<file path="config.mk">
export PLATFORM = sky130hd
export DESIGN_NAME = pipe_skid_stage
export DESIGN_NICKNAME = d
export VERILOG_FILES = /design/src/rtl/pipe_skid_stage.sv
export SDC_FILE = /design/constraint.sdc
export NUM_CORES = 1
export LEC_CHECK = 0
export BUFFER_PORTS_ARGS = -buffer_cell sky130_fd_sc_hd__buf_2
export CAP_MARGIN = 30
export CORE_MARGIN = 4
export CORE_UTILIZATION = 58
export DETAILED_ROUTE_END_ITERATION = 10
export GPL_ROUTABILITY_DRIVEN = 0
export PLACE_DENSITY_LB_ADDON = 0.08
export SYNTH_ARGS = -nofsm -noshare
export SYNTH_HDL_FRONTEND = slang
export SYNTH_SLANG_ARGS = --single-unit
</file>
<file path="constraint.sdc">
create_clock -name clk -period 6.05 [get_ports clk]
set_input_delay 0 -clock clk [delete_from_list [all_inputs] [get_ports clk]]
set_output_delay 0 -clock clk [all_outputs]
set_load 0.03 [all_outputs]
</file>
<file path="src/rtl/pipe_skid_stage.sv">
// pipe_skid_stage: two-entry skid buffer for a pipeline boundary.
// The head ("main") entry drives the outputs. The "skid" entry catches one
// upstream beat that arrives while the head is stalled, so in_ready can be
// computed purely from registered state (no out_ready -> in_ready path).
// A flush empties the stage and loads the incoming tag into the head tag,
// so flow tracking stays correct across the discard.
module pipe_skid_stage #(
    parameter int DATA_W      = 160,
    parameter int TAG_W       = 32,
    parameter int ZERO_BUBBLE = 1,
    parameter int CNT_W       = 16
) (
    input  logic              clk,
    input  logic              rst,
    input  logic              in_valid,
    output logic              in_ready,
    input  logic [DATA_W-1:0] in_data,
    input  logic [TAG_W-1:0]  in_tag,
    output logic              out_valid,
    input  logic              out_ready,
    output logic [DATA_W-1:0] out_data,
    output logic [TAG_W-1:0]  out_tag,
    input  logic              flush,
    input  logic              hold_in,
    output logic [1:0]        occupancy,
    output logic [CNT_W-1:0]  stall_cnt
);

    // State encoding doubles as the entry count.
    localparam logic [1:0] ST_EMPTY = 2'd0;
    localparam logic [1:0] ST_ONE   = 2'd1;
    localparam logic [1:0] ST_FULL  = 2'd2;

    logic [1:0]        state_q,     state_d;
    logic [DATA_W-1:0] main_data_q, main_data_d;
    logic [TAG_W-1:0]  main_tag_q,  main_tag_d;
    logic [DATA_W-1:0] skid_data_q, skid_data_d;
    logic [TAG_W-1:0]  skid_tag_q,  skid_tag_d;
    logic [CNT_W-1:0]  stall_cnt_q, stall_cnt_d;

    logic              in_fire;
    logic              out_fire;
    logic              stalled;
    logic [DATA_W-1:0] drain_data;

    // Handshake: acceptance depends only on registered state and the
    // upstream-side controls; reset, flush and hazard hold all refuse entry.
    assign in_ready  = !rst && !flush && !hold_in && (state_q != ST_FULL);
    assign out_valid = (state_q != ST_EMPTY);
    assign in_fire   = in_valid && in_ready;
    assign out_fire  = out_valid && out_ready;
    assign stalled   = out_valid && !out_ready;
    assign occupancy = state_q;
    assign out_tag   = main_tag_q;
    assign stall_cnt = stall_cnt_q;

    // Payload value written into the head when the stage empties: zero when
    // bubbles must read as zero, otherwise the stale payload is simply kept.
    generate
        if (ZERO_BUBBLE != 0) begin : g_zero_bubble
            assign drain_data = '0;
            assign out_data   = out_valid ? main_data_q : '0;
        end else begin : g_keep_bubble
            assign drain_data = main_data_q;
            assign out_data   = main_data_q;
        end
    endgenerate

    // Next-state and entry movement; flush overrides every other event.
    always_comb begin
        state_d     = state_q;
        main_data_d = main_data_q;
        main_tag_d  = main_tag_q;
        skid_data_d = skid_data_q;
        skid_tag_d  = skid_tag_q;

        if (flush) begin
            state_d     = ST_EMPTY;
            main_data_d = drain_data;
            main_tag_d  = in_tag;
        end else begin
            case (state_q)
                ST_EMPTY: begin
                    if (in_fire) begin
                        state_d     = ST_ONE;
                        main_data_d = in_data;
                        main_tag_d  = in_tag;
                    end
                end
                ST_ONE: begin
                    if (in_fire && out_fire) begin
                        // Head leaves and the new beat replaces it directly.
                        main_data_d = in_data;
                        main_tag_d  = in_tag;
                    end else if (in_fire) begin
                        // Head is stalled: park the new beat behind it.
                        state_d     = ST_FULL;
                        skid_data_d = in_data;
                        skid_tag_d  = in_tag;
                    end else if (out_fire) begin
                        // Drain to empty; tag is kept for flow tracking.
                        state_d     = ST_EMPTY;
                        main_data_d = drain_data;
                    end
                end
                ST_FULL: begin
                    if (out_fire) begin
                        state_d     = ST_ONE;
                        main_data_d = skid_data_q;
                        main_tag_d  = skid_tag_q;
                    end
                end
                default: begin
                    state_d = ST_EMPTY;
                end
            endcase
        end
    end

    // Stall counter: counts presented-but-not-consumed cycles, saturating.
    always_comb begin
        stall_cnt_d = stall_cnt_q;
        if (stalled && (stall_cnt_q != {CNT_W{1'b1}})) begin
            stall_cnt_d = stall_cnt_q + CNT_W'(1);
        end
    end

    // State and entry registers with synchronous reset.
    always_ff @(posedge clk) begin
        if (rst) begin
            state_q     <= ST_EMPTY;
            main_data_q <= '0;
            main_tag_q  <= '0;
            skid_data_q <= '0;
            skid_tag_q  <= '0;
            stall_cnt_q <= '0;
        end else begin
            state_q     <= state_d;
            main_data_q <= main_data_d;
            main_tag_q  <= main_tag_d;
            skid_data_q <= skid_data_d;
            skid_tag_q  <= skid_tag_d;
            stall_cnt_q <= stall_cnt_d;
        end
    end

endmodule

</file>
==> impl_metrics.toml <==
[die]
num_rows = 62
die_h_um = 180
dieWidth_um = 180
initial_core_util = 0.593
coreArea_um2 = 28900
design.die.area_um2 = 32400
pin_count = 410

[job]
cap_violations = 0

[global_route]
antenna_found_initial = 10
grt_pass1_vias = 17300
grt_usage = 0.318
grt_overflow_total = 0
grt_pass1_wl_um = 88300
grt_max_degree = 193

[cells_and_area]
layout_common_cells = "408 x buf_2, 402 x dfxtp_1, 388 x nand2_1, 257 x dlygate4sd3_1, 199 x a21oi_1"
num-fill-cells = 1928
drive_gt1_frac = 0.241
mostFrequentLayoutCell = "buf_2"
finalNonFillerCells = 2990
syn_to_final_growth_pct = 34.7
fin_nets = 2768
finalInstanceArea_um2 = 23100

[setup_path]
crit_path_max_incr_delay_ps = 870
cp_data_arrival_time_ps = 4510
crit_chain = "dlygate4sd3_1, buf_6, or2_4, or3_4, buf_4, nand2_1, a21oi_1, dlygate4sd3_1"
cp.required_ps = 6520
r2r_start = "occupancy[1]$_SDFFE_PP0P_"
slowest_stage = "buf_4"
path_max_fanout = 88
startpoint = "rst"
path_class = "input port to flip-flop"
cpMostUsedCell = "dlygate4sd3_1"
setup.worst_path.end_class = "flip-flop"
cp-start-kind = "input port"

[logic_synthesis]
syn-num-nets = 2228
syn_inst = 2025
seq_area_frac_synth = 0.469
ys_ff_latch = 402
netlist-cell-type-count = 47
synth_top_cell_area_share = 0.469
synth-edff-count = 0
ys.flop_type = "dfxtp_1"
syn_area_per_cell_um2 = 8.48
yosysTopAreaCell = "dfxtp_1"
synth_async_sr_flop_share = 0
synth-warning-count = 0
yosys-top-cells-area = "dfxtp_1 47%, nand2_1 8.5%, a221oi_1 7.7%"
syn_area_um2 = 17200

[power_and_ir_drop]
powerDensity_nw_per_um2 = 246
p_leak_nw = 8.94
total_power_mw = 5.70
vdd_drop_max_mv = 0.221

[clocking]
htreeDepth = 2
cts_sinks = 402
cts_root_buffer = "clkbuf_16"
cts_made_buffers = 42
cts_resized = 0
clk_pin_slew_ps = 60
clk_path_buf_depth = 3
cts_tree = "built"
clock_latency_ps = 520

[routing]
drt-initial-drc-count = 1417
antenna_left = 0
via_per_inst = 5.83
drt-total-wl_um = 54800
drc_errors = 0
wl_per_cell_um = 18.3
drtPass1Iterations = 6
routed-via-count = 17400

[timing]
setup_violations = 0
fin_ws_ps = 2010
relSlewSlack = 0.260
tightest_slew_ps = 1110
hold_viol = 0
max_freq_mhz = 248
finalMaxSlewViolations = 0
min_period_over_period = 0.667
finalSetupTns_ps = 0
clock_skew_ps = 7.01
fin_crit_ps = 4040
rsz0062_at_grt = "no"

[place]
dpl_cell_area_um2 = 19100
hpwl_um = 30300
dp_cells = 2647
numPortBuffers = 409
detailedPlace.worstSlack_ps = 2520

[outcome]
status = "finished, final reports clean"

[hold_path]
min_path_type = "input port to flip-flop"
min_from = "hold_in"
## final cells by class
class	count	area, um^2	share of cell area
Sequential cell	402	8050	0.348
Multi-Input combinational cell	1261	7660	0.331
Timing Repair Buffer	690	4900	0.212
Clock buffer	67	1350	0.0583
Inverter	168	631	0.0273
Tap cell	384	480	0.0208
Clock inverter	8	40.0	0.00173
Antenna cell	10	25.0	0.00108
## cell usage after synthesis, drive strengths merged (3+ instances only)
cell      n
a211oi  196
a21oi   199
a221oi  160
buf      76
clkbuf  118
dfxtp   402
ha        5
inv     168
mux2      6
mux2i    33
nand2   389
nand3     5
nand4     3
nor2    170
nor2b     8
nor3     39
nor4      4
o21bai    3
o31ai     4
or2       5
or3       5
or4       3
## kinds of logic (layout without fill, tap and decap cells)
family / Yosys count / count (layout) / synth area share
compound gates: 573 / 573 / 0.265
xor+xnor: 1 / 1 / 0.000510
fa+ha+maj: 5 / 5 / 0.00364
buf+inv: 362 / 933 / 0.0874
flops: 402 / 402 / 0.469
mux: 39 / 39 / 0.0232
other cells: 0 / 10 / 0
simple gates: 643 / 643 / 0.152
## metal layers
metal	part of all wire	GRT usage	vias up
met5	0	0	-
li1	-	-	8119
met1	0.39	0.394	8308
met3	0.079	0.0767	185
met2	0.48	0.524	833
met4	0.050	0.153	0
## where the power goes
group / switching [mW] / total [mW] / internal [mW]
clock: 1.03 / 2.55 / 1.52
sequential: 0.0150 / 2.70 / 2.68
combinational: 0.256 / 0.452 / 0.196
total: 1.30 / 5.70 / 4.40
## worst max-delay path, delay by kind of cell
family | cells | cell delay (ps)
buf+inv | 4 | 2480
simple gates | 3 | 1650
compound gates | 1 | 210
## state kept, by name, indices dropped and copies added (netlist names)
register,flops
skid_data_q,160
stall_cnt,16
out_tag,32
occupancy,2
skid_tag_q,32
main_data_q,160
## timing repair
action | CTS | global route
endpoints found under the hold margin | 390 | 0
hold buffers | 257 | 0
setup buffers | 0 | 0
## final timing paths
kind,endpoint,slack (ps),depth (start not counted)
worst max-delay path,skid_data_q[14]$_SDFFE_PP0P_,2010,8
worst min-delay path,occupancy[0]$_SDFFE_PP0P_,140,5
worst max register to register,skid_data_q[14]$_SDFFE_PP0P_,2120,8
worst min register to register,skid_data_q[109]$_SDFFE_PP0P_,450,2
## through the flow
stage	hold slack, ps	utilization
5_1_grt	175	0.799
6_report	141	0.799
2_1_floorplan	122	-
3_3_place_gp	252	0.658
4_1_cts	123	0.798
3_5_place_dp	259	0.661
Power figures use the tool's default switching activity.
